[config.mk]
export PLATFORM = sky130hd
export DESIGN_NAME = fetch_unit
export DESIGN_NICKNAME = d
export VERILOG_FILES = /design/src/rtl/fetch_unit.sv
export SDC_FILE = /design/constraint.sdc
export NUM_CORES = 1
export LEC_CHECK = 0
export CORE_ASPECT_RATIO = 1.2
export CORE_MARGIN = 4
export CORE_UTILIZATION = 54
export CTS_CLUSTER_DIAMETER = 50
export CTS_CLUSTER_SIZE = 16
export DETAILED_ROUTE_END_ITERATION = 8
export GPL_TIMING_DRIVEN = 0
export PLACE_DENSITY = 0.94
export SYNTH_ARGS = -nofsm -noshare
export SYNTH_HDL_FRONTEND = slang
export SYNTH_SLANG_ARGS = --single-unit
export TNS_END_PERCENT = 20
[constraint.sdc]
create_clock -name clk -period 6.3 [get_ports clk]
set_input_delay 0.945 -clock clk [delete_from_list [all_inputs] [get_ports clk]]
set_output_delay 0.945 -clock clk [all_outputs]
set_load 0.05 [all_outputs]
[src/rtl/fetch_unit.sv]
// Instruction fetch stage in front of a 1-cycle synchronous BRAM.
// Presents one instruction per cycle, holds under decode back-pressure and restarts on redirects.
module fetch_unit #(
    parameter logic [31:0] RESET_PC = 32'h0000_0000,
    parameter int          IMEM_AW  = 14
) (
    input  logic               clk,
    input  logic               rst,
    input  logic               redirect,
    input  logic [31:0]        pcnext,
    input  logic               de_ready,
    output logic               imem_en,
    output logic [IMEM_AW-1:0] imem_addr,
    input  logic [31:0]        imem_rdata,
    output logic               if_valid,
    output logic [31:0]        if_pc,
    output logic [31:0]        if_pc4,
    output logic [31:0]        if_instr,
    output logic               misalign
);

    typedef enum logic [1:0] {
        BOOT = 2'd0,
        RUN  = 2'd1,
        HOLD = 2'd2
    } state_t;

    state_t       state;
    logic [31:0]  fetch_pc;
    logic [31:0]  out_pc;
    logic [31:0]  skid;
    logic         bubble;
    logic         mis_q;
    logic [31:0]  redirect_pc;
    logic         issue_en;
    logic [IMEM_AW-1:0] issue_addr;

    assign redirect_pc = {pcnext[31:2], 2'b00};

    // The bubble cycle after a redirect re-issues the target so it is presented one cycle later.
    always_comb begin
        issue_en   = 1'b0;
        issue_addr = fetch_pc[IMEM_AW+1:2];
        if (rst) begin
            issue_en = 1'b0;
        end else if (redirect) begin
            issue_en   = 1'b1;
            issue_addr = pcnext[IMEM_AW+1:2];
        end else begin
            case (state)
                BOOT: issue_en = 1'b1;
                RUN: begin
                    if (bubble) begin
                        issue_en   = 1'b1;
                        issue_addr = out_pc[IMEM_AW+1:2];
                    end else begin
                        issue_en = de_ready;
                    end
                end
                HOLD:    issue_en = de_ready;
                default: issue_en = 1'b0;
            endcase
        end
    end

    assign imem_en   = issue_en;
    assign imem_addr = issue_addr;

    always_ff @(posedge clk) begin
        if (rst) begin
            state    <= BOOT;
            fetch_pc <= RESET_PC;
            out_pc   <= RESET_PC;
            skid     <= 32'h0;
            bubble   <= 1'b0;
            mis_q    <= 1'b0;
        end else begin
            mis_q <= redirect && (pcnext[1:0] != 2'b00);
            if (redirect) begin
                state    <= RUN;
                out_pc   <= redirect_pc;
                fetch_pc <= redirect_pc + 32'd4;
                skid     <= 32'h0;
                bubble   <= 1'b1;
            end else begin
                case (state)
                    BOOT: begin
                        out_pc   <= fetch_pc;
                        fetch_pc <= fetch_pc + 32'd4;
                        bubble   <= 1'b0;
                        state    <= RUN;
                    end
                    RUN: begin
                        if (bubble) begin
                            bubble <= 1'b0;
                        end else if (de_ready) begin
                            out_pc   <= fetch_pc;
                            fetch_pc <= fetch_pc + 32'd4;
                        end else begin
                            skid  <= imem_rdata;
                            state <= HOLD;
                        end
                    end
                    HOLD: begin
                        if (de_ready) begin
                            out_pc   <= fetch_pc;
                            fetch_pc <= fetch_pc + 32'd4;
                            state    <= RUN;
                        end
                    end
                    default: state <= BOOT;
                endcase
            end
        end
    end

    always_comb begin
        if_instr = 32'h0;
        if (!rst) begin
            if (state == HOLD) begin
                if_instr = skid;
            end else if (state == RUN && !bubble) begin
                if_instr = imem_rdata;
            end
        end
    end

    assign if_valid = !rst && ((state == RUN && !bubble) || state == HOLD);
    assign if_pc    = rst ? RESET_PC : out_pc;
    assign if_pc4   = if_pc + 32'd4;
    assign misalign = mis_q && !rst;

endmodule

==> impl_results.md <==
* Ant diodes at 0
* Htree depth at 3
* Peak Freq at 163 MHz
* Reg-to-reg startpoint: state[0]
* DRT Wirelength at 24,500 um
* Antenna Violating Nets Remaining at 0
* Pre-CTS setup slack at -0.623 ns
* Core area at 12,200 um2
* Setup Viol. Count Final at 0
* Required time of the critical path at 5.35 ns
* DRT Pass-1 Iters at 9
* Placed Instances at 1,279
* Num CTS Buffers at 9
* Antenna violations before repair at 0
* Area growth from synthesis to layout at 34.0%
* CP endpoint kind: output port
* R2R cell count at 9
* Outcome: complete, no violations
* CTS sink cnt at between 90 and 100
* CP Max Fanout at 10
* Worst Max-Slew Pin Slew at ~0.96 ns
* Mapped Nets at between 1,000 and 1,500
* Peak supply drop at 0.154 mV
* Syn Inst Count at 938
* Hold Crit Class: flop to flop
* Tmin final at 6.14 ns
* Arrival time of the worst setup path at between 5 and 6 ns
* Post-synthesis sequential area ratio at 28.9%
* Clock transition at path regs at 0.06 ns
* Lkg Pwr at 3.09 nW
* GR Util All Layers at roughly a third
* DIE WIDTH at 110 um
* Post-route cell area at 9090 um2
* Clk network pwr share at 30.8%
* Crit path launch: rst
* Mapped Area at 6780 um2
* Worst rel slew slack at a little over a third
* Die area at 14,400 um2
* Pwr dens at 205 nW/um2
* Yosys warnings at 0
* Fillers at 966
* Final worst-path cycle share at 97.5%
* Net Sw Power at 687 uW
* Final WS setup at 0.157 ns
* Combinational Power Share at between 30% and 40%
* Skew final at 0.00998 ns
* Clk Latency, worst-skew pair at between 0.3 and 0.4 ns
* FP Rows at 44
* Async set-or-reset flop fraction in the synthesized netlist at 0%
* I/O Buffers at 180
* Int Power at 1.18 mW
* Nets at 1,205
* Top FF cell, synth: dfxtp_1
* DR WL/cell at between 15 and 20 um
* Via count at 7,932
* Mapped Avg Cell Area at about 7.2 um2
* Vias in the first global route at 7,548
* Switching Fraction at 36.8%
* Vias/cell at 6.13
* Seq pwr share at 37.5%
* # Post-CTS Setup Buffers at 0
* Commonest cells after routing, fill and taps aside: 175 x clkdlybuf4s50_1, 148 x nand2_1, 104 x nor2_1
* Yosys cell types at between 50 and 60
* Clock Tree Buf Depth at 2
* Die Height at ~130 um
* Post-DP HPWL at 18,600 um
* Setup CP Type: input pin to output port
* Root Buffer: clkbuf_16
* TritonCTS clock tree: built
* Most common cell after layout, fill and taps aside: clkdlybuf4s50_1
* Maxcap violations at 0
* CP Launch Type: input pin
* DRT iter0 DRCs at 1,004
* Reg2reg end: out_pc[5]
* DRC Markers at 0
* GR Overflow Total at 0
* RSZ-0062 raised after global routing: false
* Largest net degree at the start of global routing at 17
* Layout Cells excl Fill at between 1,000 and 1,500
* Hold path depth at 2
* Seq cells post-synth at 98
* GP Congestion at 0.974
* Layout cells sized above 1 at 4.67%
* Io pins at 181
* Initial Util at 55.5%
* DP Area at 8790 um2
* Fin. Hold Viols at 0
* Critical Path End: if_pc4[20]
* Final-report max-slew violation count at 0
* Post-synth EDFFs at 0
* First-pass GRT wire length at between 30,000 and 40,000 um
* Reg2reg setup slack at ~3.3 ns
[metal layers]
layer | GRT usage (%) | wire length (um) | up-vias
li1 | - | - | 3637
met1 | 37.3 | 8910 | 3623
met2 | 57.4 | 11600 | 549
met3 | 8.70 | 2830 | 123
met4 | 15.6 | 1160 | 0
met5 | 0 | 0 | -
[registers in the layout (all words and copies together), names as in the netlist]
| name | count |
|---|---|
| bubble | 1 |
| fetch_pc | 30 |
| skid | 32 |
| state | 2 |
| out_pc | 32 |
| mis_q | 1 |
[how the worst min path moves through the flow]
stage,start,end
2_1_floorplan,out_pc[0],out_pc[0]
3_3_place_gp,out_pc[1],out_pc[1]
3_5_place_dp,skid[21],skid[21]
4_1_cts,skid[21],skid[21]
5_1_grt,skid[23],skid[23]
6_report,skid[24],skid[24]
[worst max-delay path, cell delays in order]
cell             delay [ns]
clkdlybuf4s50_1        0.53
clkbuf_1               0.33
clkbuf_2               0.32
clkbuf_2               0.30
clkbuf_2               0.29
nor2b_1                0.21
ha_1                   0.21
and3_1                 0.23
nand4_1                0.23
nor3_2                 0.40
nand3_1                0.19
xnor2_1                0.16
clkdlybuf4s50_1        0.83
[timing repair]
item                                   in CTS  in global routing
gates resized for setup                    10                  6
endpoints found under the hold margin       0                  0
gates cloned                                0                  0
setup endpoints to repair                  11                  5
hold buffers                                0                  0
[through the flow]
stage | total power, mW | hold WS [ns] | setup TNS (ns) | util [%]
2_1_floorplan | 1.07 | 0.421 | 0 | -
3_3_place_gp | 1.28 | 0.434 | -2.66 | 71.9
3_5_place_dp | 1.29 | 0.447 | -3.55 | 71.9
4_1_cts | 1.85 | 0.455 | 0 | 74.4
5_1_grt | 1.92 | 0.470 | 0 | 74.3
6_report | 1.86 | 0.454 | 0 | 74.3
[Yosys cell counts (3+ instances only)]
library cell | number | area, um2
nand2_1 | 148 | 556
nor2_1 | 104 | 390
a21oi_1 | 101 | 505
dfxtp_1 | 98 | 1960
nand3_1 | 70 | 350
xnor2_1 | 50 | 438
clkbuf_1 | 46 | 173
mux2i_1 | 40 | 400
nor2b_1 | 35 | 219
a22oi_1 | 26 | 195
o21ai_0 | 24 | 120
xor2_1 | 24 | 210
nand4_1 | 19 | 119
a211oi_1 | 13 | 97.6
buf_1 | 13 | 48.8
o22ai_1 | 12 | 75.1
inv_1 | 10 | 37.5
nand3b_1 | 9 | 67.6
ha_1 | 8 | 100
nor3_1 | 8 | 40.0
and3_1 | 7 | 43.8
nand2b_1 | 7 | 43.8
and2_1 | 6 | 37.5
a311oi_1 | 5 | 43.8
or3_1 | 5 | 31.3
buf_2 | 4 | 20.0
buf_4 | 4 | 30.0
mux2_2 | 4 | 45.0
nor3_2 | 4 | 40.0
a21o_1 | 3 | 22.5
[power groups by stage]
stage / clock (mW) / sequential (mW) / combinational [mW]
after global routing: 0.596 / 0.702 / 0.623
final: 0.573 / 0.699 / 0.592
after floorplan: 0 / 0.694 / 0.373
after CTS: 0.572 / 0.696 / 0.582
after detailed placement: 0 / 0.709 / 0.580
after global placement: 0 / 0.709 / 0.571
[final cells by class]
class                           instances  area, um2  area share [%]
Buffer                                 71        308            3.39
Sequential cell                        98       1960            21.6
Clock buffer                           10        239            2.63
Inverter                               10       37.5           0.413
Timing Repair Buffer                  180       1790            19.7
Multi-Input combinational cell        759       4480            49.4
Clock inverter                          6       63.8           0.702
Tap cell                              161        201            2.22
[logic make-up after synthesis]
group | Yosys count | share of synthesized area (%)
AND/OR/NAND/NOR | 438 | 31.4
AO/OA/AOI/OAI | 195 | 17.1
buffers and inverters | 81 | 5.04
multiplexers | 44 | 6.57
adder cells (fa/ha/maj) | 8 | 1.48
flip-flops | 98 | 28.9
XOR/XNOR | 74 | 9.56
Note: power is estimated with default switching activity, not from simulation.
